===== src/rtl/draw_pkg.sv =====
// Shared definitions for the draw sequencer and background_datapath.
package draw_pkg;

    localparam int unsigned FRAME_CYCLES_DEF = 833333;
    localparam int unsigned CNT_W_DEF        = 20;
    localparam int unsigned SCREEN_WIDTH     = 160;
    localparam int unsigned SCREEN_HEIGHT    = 120;

    typedef enum logic [3:0] {
        S_START_CLR,
        S_START_BG,
        S_START_WAIT,
        S_GAME_CLR,
        S_GAME_BG,
        S_OBJECTS,
        S_FRAME_WAIT,
        S_UPDATE,
        S_OVER_CLR,
        S_OVER_BG,
        S_OVER_WAIT
    } state_t;

endpackage


===== src/rtl/frame_tick_gen.sv =====
// Frame-rate counter: terminal-count tick, pending-frame flag and sticky overrun flag.
module frame_tick_gen #(
    parameter int unsigned FRAME_CYCLES = 833333,
    parameter int unsigned CNT_W        = 20
) (
    input  logic i_clock,
    input  logic i_resetn,
    input  logic i_freeze,
    input  logic i_clear,
    output logic o_frame_pending,
    output logic o_frame_overrun
);

    localparam logic [CNT_W-1:0] LAST = CNT_W'(FRAME_CYCLES - 1);

    logic [CNT_W-1:0] r_cnt;
    logic             r_pending;
    logic             r_overrun;
    logic             w_tick;

    assign w_tick = (r_cnt == LAST) & ~i_freeze;

    always_ff @(posedge i_clock or negedge i_resetn) begin
        if (!i_resetn) begin
            r_cnt     <= '0;
            r_pending <= 1'b0;
            r_overrun <= 1'b0;
        end else begin
            if (!i_freeze) begin
                r_cnt <= (r_cnt == LAST) ? '0 : r_cnt + 1'b1;
            end
            // A new tick outranks the clear so a frame landing on the exit edge is kept.
            if (w_tick) begin
                r_pending <= 1'b1;
            end else if (i_clear) begin
                r_pending <= 1'b0;
            end
            if (w_tick && r_pending && !i_clear) begin
                r_overrun <= 1'b1;
            end
        end
    end

    assign o_frame_pending = r_pending;
    assign o_frame_overrun = r_overrun;

endmodule


===== src/rtl/game_draw_control.sv =====
// Start screen -> per-frame game loop -> game-over screen sequencer.
// Optional pause input in the frame-wait state when GAME_PAUSE_EN is defined.
module game_draw_control
    import draw_pkg::*;
#(
    parameter int unsigned FRAME_CYCLES = FRAME_CYCLES_DEF,
    parameter int unsigned CNT_W        = CNT_W_DEF
) (
    input  logic i_clock,
    input  logic i_resetn,
    input  logic i_start_key,
    input  logic i_lives_zero,
    input  logic i_background_drawn,
    input  logic i_objects_drawn,
`ifdef GAME_PAUSE_EN
    input  logic i_pause,
`endif
    output logic o_draw_start_background,
    output logic o_draw_background,
    output logic o_draw_gameover_background,
    output logic o_gameover,
    output logic o_draw_objects,
    output logic o_update_objects,
    output logic o_plot,
    output logic o_frame_overrun
);

    state_t r_state;
    state_t w_state_next;
    logic   r_start_key_d;
    logic   w_press;
    logic   w_freeze;
    logic   w_clear;
    logic   w_frame_pending;
    logic   w_start_bg, w_game_bg, w_over_bg, w_clr, w_objects, w_update;

    assign w_press = i_start_key & ~r_start_key_d;

`ifdef GAME_PAUSE_EN
    assign w_freeze = i_pause & (r_state == S_FRAME_WAIT);
`else
    assign w_freeze = 1'b0;
`endif

    assign w_clear = (r_state == S_START_WAIT) |
                     ((r_state == S_FRAME_WAIT) & w_frame_pending & ~w_freeze);

    frame_tick_gen #(
        .FRAME_CYCLES (FRAME_CYCLES),
        .CNT_W        (CNT_W)
    ) u_frame_tick_gen (
        .i_clock         (i_clock),
        .i_resetn        (i_resetn),
        .i_freeze        (w_freeze),
        .i_clear         (w_clear),
        .o_frame_pending (w_frame_pending),
        .o_frame_overrun (o_frame_overrun)
    );

    always_ff @(posedge i_clock or negedge i_resetn) begin
        if (!i_resetn) begin
            r_state       <= S_START_CLR;
            r_start_key_d <= 1'b0;
        end else begin
            r_state       <= w_state_next;
            r_start_key_d <= i_start_key;
        end
    end

    always_comb begin
        w_state_next = r_state;
        case (r_state)
            S_START_CLR:  w_state_next = S_START_BG;
            S_START_BG:   if (i_background_drawn) w_state_next = S_START_WAIT;
            S_START_WAIT: if (w_press) w_state_next = S_GAME_CLR;
            S_GAME_CLR:   w_state_next = S_GAME_BG;
            S_GAME_BG:    if (i_background_drawn) w_state_next = S_OBJECTS;
            S_OBJECTS:    if (i_objects_drawn) w_state_next = S_FRAME_WAIT;
            S_FRAME_WAIT: if (w_frame_pending && !w_freeze) w_state_next = S_UPDATE;
            S_UPDATE:     w_state_next = i_lives_zero ? S_OVER_CLR : S_GAME_CLR;
            S_OVER_CLR:   w_state_next = S_OVER_BG;
            S_OVER_BG:    if (i_background_drawn) w_state_next = S_OVER_WAIT;
            S_OVER_WAIT:  if (w_press) w_state_next = S_START_CLR;
            default:      w_state_next = S_START_CLR;
        endcase
    end

    always_comb begin
        w_start_bg = 1'b0;
        w_game_bg  = 1'b0;
        w_over_bg  = 1'b0;
        w_clr      = 1'b0;
        w_objects  = 1'b0;
        w_update   = 1'b0;
        case (r_state)
            S_START_CLR, S_GAME_CLR, S_OVER_CLR: w_clr = 1'b1;
            S_START_BG: w_start_bg = 1'b1;
            S_GAME_BG:  w_game_bg  = 1'b1;
            S_OVER_BG:  w_over_bg  = 1'b1;
            S_OBJECTS:  w_objects  = 1'b1;
            S_UPDATE:   w_update   = 1'b1;
            default:    ;
        endcase
    end

    // Gating with the reset pin drops every request the moment reset asserts.
    assign o_draw_start_background    = w_start_bg & i_resetn;
    assign o_draw_background          = w_game_bg  & i_resetn;
    assign o_draw_gameover_background = w_over_bg  & i_resetn;
    assign o_gameover                 = w_clr      & i_resetn;
    assign o_draw_objects             = w_objects  & i_resetn;
    assign o_update_objects           = w_update   & i_resetn;
    assign o_plot = o_draw_start_background | o_draw_background |
                    o_draw_gameover_background | o_draw_objects;

endmodule

===== config.mk =====
export PLATFORM = sky130hd
export DESIGN_NAME = game_draw_control
export DESIGN_NICKNAME = d
export VERILOG_FILES = /design/src/rtl/draw_pkg.sv /design/src/rtl/frame_tick_gen.sv /design/src/rtl/game_draw_control.sv
export SDC_FILE = /design/constraint.sdc
export NUM_CORES = 1
export LEC_CHECK = 0
export BUFFER_PORTS_ARGS = -buffer_cell sky130_fd_sc_hd__clkbuf_2
export CAP_MARGIN = 20
export CORE_ASPECT_RATIO = 1.25
export CORE_MARGIN = 4
export CORE_UTILIZATION = 45
export DETAILED_ROUTE_END_ITERATION = 10
export HOLD_SLACK_MARGIN = 0.02
export PLACE_DENSITY = 0.65
export SLEW_MARGIN = 40
export SYNTH_ARGS = -nofsm -noshare
export SYNTH_HDL_FRONTEND = slang
export SYNTH_HIERARCHICAL = 1
export SYNTH_SLANG_ARGS = --single-unit

===== constraint.sdc =====
create_clock -name i_clock -period 2.9 [get_ports i_clock]
set_input_delay 0.29 -clock i_clock [delete_from_list [all_inputs] [get_ports i_clock]]
set_output_delay 0.29 -clock i_clock [all_outputs]
set_load 0.02 [all_outputs]

# After elaboration in Yosys (flattened, before gate mapping)
# Cells that the tools add are included.
dict set report op_classes {
  n_bitwise 13
  mux 18
  eq_ne 18
  reduce_logical 7
  n_addsub 1
}
# op count
set ops {}
lappend ops {{$pmux W4 S11} 1}
lappend ops {{$mux W4} 8}
lappend ops {{$add A20 B1 Y20 const B} 1}
lappend ops {{$eq A20 B20 Y1 const B} 1}
lappend ops {{$mux W20} 1}
lappend ops {{$eq A4 B3 Y1 const B} 4}
lappend ops {{$eq A4 B4 Y1 const B} 3}
lappend ops {{$ne A2 B2 Y1 const B} 6}
lappend ops {{$and A1 B1 Y1} 8}
lappend ops {{$eq A4 B2 Y1 const B} 2}
lappend ops {{$mux W1} 8}
lappend ops {{$reduce_and A7 Y1} 1}
lappend ops {{$eq A4 B1 Y1 const B} 1}
lappend ops {{$logic_not A4 Y1} 1}
lappend ops {{$or A1 B1 Y1} 4}
lappend ops {{$reduce_or A3 Y1} 1}
lappend ops {{$logic_and A1 B1 Y1} 2}
lappend ops {{$ne A2 B1 Y1 const B} 1}
lappend ops {{$reduce_bool A2 Y1} 1}
lappend ops {{$logic_not A1 Y1} 1}
lappend ops {{$not A1 Y1} 1}
dict set report word_totals {
  output_inout_bits 8
  reg_bits 27
}

# Depth between registers and ports, before layout
dict set report logic_depth {
  ltp_word 6
  ltp_mapped 7
}

# Modules after synthesis
# Netlist, hierarchy kept.
# module seq_area_each_um2 area_per_inst_um2 instances cells_each
set by_module_without_submodules {}
lappend by_module_without_submodules {frame_tick_gen 550.5 1157.4 1 113}
lappend by_module_without_submodules {game_draw_control 125.1 387.9 1 50}

# Worst setup path before layout
# Ideal clock, no wire load.
dict set report synth_path {
  path_type {register -> output}
  start {register r_state[2]}
  end {output port o_plot}
  t_arrival_ns 1.393
  setup_slack_ns 1.217
  required_time_ns 2.610
  path_stages_with_launch 3
  path_buffers 1
  path_cell_list {dfrtp_1 -> buf_6 -> a2111oi_1}
}
dict set report synth_between {
  elab_chain_len 6
}
# item line_no
set synth_lines {}
lappend synth_lines {{start, declared} game_draw_control.sv:28} ;# state_t r_state;
lappend synth_lines {{start signal, assigned} game_draw_control.sv:65} ;# r_state <= w_state_next;
lappend synth_lines {{$eq A4 B1 Y1 / $eq A4 B3 Y1 (equally long branches)} game_draw_control.sv:95} ;# case (r_state)
lappend synth_lines {{$mux W1} game_draw_control.sv:95}
lappend synth_lines {{$and A1 B1 Y1, on equally long branches} {game_draw_control.sv:107, game_draw_control.sv:108}}
lappend synth_lines {{$or A1 B1 Y1 (2 in a row)} game_draw_control.sv:113} ;# assign o_plot = o_draw_start_background | o_draw_background |
lappend synth_lines {{$or A1 B1 Y1 *} game_draw_control.sv:114} ;# o_draw_gameover_background | o_draw_objects;
lappend synth_lines {{end, declared} game_draw_control.sv:24} ;# output logic o_plot,
# Every way passes the cells marked *; elsewhere a longest branch is shown, timed or not.

# Worst setup path in the final report
dict set report layout_path {
  start {input port i_resetn}
  end {output port o_plot}
}
dict set report layout_between {
  elab_chain_len 4
}
# item line_no
set layout_lines {}
lappend layout_lines {{start, declared} game_draw_control.sv:10} ;# input logic i_resetn,
lappend layout_lines {{$and A1 B1 Y1, on equally long branches} {game_draw_control.sv:107, game_draw_control.sv:108}}
lappend layout_lines {{$or A1 B1 Y1 (2 in a row)} game_draw_control.sv:113}
lappend layout_lines {{$or A1 B1 Y1 *} game_draw_control.sv:114}
# Marked as above.

==> impl_metrics.yaml <==
timing:
  min_period_ps: 2080
  rsz0062_at_grt: "false"
  slew_violations: 0
  setup_violations: 0
  timing.final.crit_share_pct: 71.6
  final_hold_viol_count: 0
  worstMarginPinSlew_ps: 672
  fmax_mhz: 481
  skew_ps: 7.89
  setup_tns_ps: 0
  maxSlewHeadroom_pct: 54.9
critical_path:
  critPathTopFamily: "buffers and inverters"
  end_kind: "output pin"
  arrival_ps: 1790
  r2r_cells: 6
  ff2ff_setup_slack_ps: 890
  start_kind: "input port"
  crit_chain: "dlygate4sd3_1 -> clkbuf_2 -> inv_1 -> a2111oi_1 -> clkbuf_2"
  endpoint: "o_plot"
  cp-startpoint: "i_resetn"
  critPathKind: "input port to output pin"
  crit_top_cell: "clkbuf_2"
  r2r_end: "u_frame_tick_gen/o_frame_overrun"
  slowest_stage: "dlygate4sd3_1"
  worst-path-max-fanout: 9
  reg2reg_from: "u_frame_tick_gen/r_cnt[0]"
  path_buf_inv: 4
  critPathRequiredTime_ps: 2610
  slowest_delay_ps: 520
  cp.depth: 5
logic_synthesis:
  synthesis.instances: 163
  synthArstFlopShare_pct: 100
  yosysSeqAreaShare_pct: 43.7
  yosys_warnings: 6
  yosysTopAreaCell: "dfrtp_1"
  synth_top_area_share_pct: 43.7
  synth_area_um2: 1550
  ys_ff_latch: 27
  synth_area_leaders: "dfrtp_1, xor2_1, nor2_1"
  avgSynthCellArea_um2: 9.48
  yosysMostFrequentCell: "dfrtp_1"
  synth_edf_count: 0
  synth_flop_cell: "dfrtp_1"
  synthTopCellsByCount: "dfrtp_1, nor2_1, nand2_1"
  synth_cell_type_count: 44
  syn-num-nets: 171
power:
  p_total_w: 0.00112
  power.density_nw_per_um2: 678
  p_leak_nw: 0.766
  ir_drop_v: 0.000467
clock_network:
  cts_tree: "yes"
  clkTransAtPathRegs_ps: 90
  clockBufferDepth: 2
  postCtsSetupRepairBufs: 0
  cts_resized: 0
  ctsHtreeMaxLevel: 1
  clk_latency_ps: 280
  cts.sinks: 27
  cts_root_buf: "clkbuf_8"
  cts-buffers-inserted: 3
drt:
  first_iter_violations: 84
  wl_per_cell_um: 13.9
  drcViolationCount: 0
  vias: 1189
  dr.pass1.iters: 4
  wl_um: 2920
  vias_per_cell: 5.66
  ant_nets: 0
global_routing:
  grtUsageTotal_pct: 14.2
  grt_pass1_wl_um: 4860
  grt_start_max_net_pins: 22
  grt_overflow: 0
  antenna_found_initial: 0
  grt_pass1_vias: 1096
floorplan:
  die_y_um: 73.5
  initial_core_util_pct: 47.5
  ioPinCount: 14
  core_um2: 3250
  die_area_um2: 4440
  fp-row-count: 23
  die_w_um: 60.4
placed_design:
  port_buffers: 13
  globalplace.congestion: 0.756
  hpwl_um: 2130
final_layout:
  fin_nets: 182
  syn_to_final_growth_pct: 6.96
  drive_above_1_share_pct: 16.8
  diodes: 0
worst_hold_path:
  hold_class: "input port to register"
job:
  cap_violations: 0
outcome:
  outcome: "finished, final reports clean"
flip-flops by register name, summed over array words and instances, names as in the netlist:
signal,count
r_state,4
u_frame_tick_gen/o_frame_overrun,1
u_frame_tick_gen/r_cnt,20
u_frame_tick_gen/o_frame_pending,1
r_start_key_d,1
layout make-up:
class,count,area (µm²)
inverters,8,30.0
clock inverters,1,7.51
well taps,37,46.3
multi-input cells,119,769
repair buffers,15,82.6
flip-flops and latches,27,676
clock buffers,3,41.3
fillers,287,1600
layout by cell type (no fill, tap or decap), drive strengths merged, types with 3 or more instances in the layout:
| master | n |
|---|---|
| o21ai | 7 |
| xnor2 | 6 |
| inv | 8 |
| clkbuf | 16 |
| nor3 | 3 |
| a21oi | 9 |
| and3 | 3 |
| nand4 | 7 |
| xor2 | 9 |
| and4 | 4 |
| nor2 | 18 |
| nand3 | 5 |
| dfrtp | 27 |
| nand2 | 13 |
| nand2b | 4 |
worst min-delay path by stage:
stage / slack [ps] / depth (start not counted) / start / endpoint
floorplan: -6 / 0 / i_resetn / r_start_key_d
global placement: 160 / 1 / i_resetn / r_state[2]
detailed placement: 160 / 1 / i_resetn / r_state[3]
CTS: 130 / 1 / i_start_key / r_start_key_d
global route: 130 / 1 / i_start_key / r_start_key_d
finish: 140 / 1 / i_start_key / r_start_key_d
metrics by stage:
step	std cells	instance area, µm²	hold slack [ps]	utilization (%)	setup WS [ps]
detailed placement	205	1590	158	49.0	886
CTS	210	1650	133	50.8	803
global route	210	1650	127	50.8	714
floorplan	163	1550	-5.59	-	1220
finish	210	1650	136	50.8	823
global placement	205	1590	158	49.0	934
kinds of logic after synthesis:
group                    synth area share (%)
AO/OA/AOI/OAI                            11.2
AND/OR/NAND/NOR                          28.3
buffers and inverters                    6.48
other                                   0.243
flip-flops                               43.7
adder cells (fa/ha/maj)                  1.62
XOR/XNOR                                 8.50
what timing repair did:
action / 4_1_cts / 5_1_grt
hold endpoints to repair: 6 / 0
setup endpoints to repair: 0 / 0
hold buffers: 1 / 0
report_power, final:
group          switching, W  leakage (nW)  internal (W)  total (W)
Combinational      0.000170         0.392      0.000156   0.000326
Clock              0.000121        0.0217     0.0000976   0.000219
Sequential         0.000132         0.353      0.000444   0.000576
routing by layer:
layer | track usage [%] | wire (µm) | vias to the layer above
met2 | 23.7 | 1350 | 28
met3 | 2.11 | 91 | 2
met1 | 19.1 | 1450 | 573
li1 | - | - | 586
met5 | 0 | 0 | -
met4 | 3.61 | 22 | 0
No activity file was read; power rests on OpenSTA's default activity.
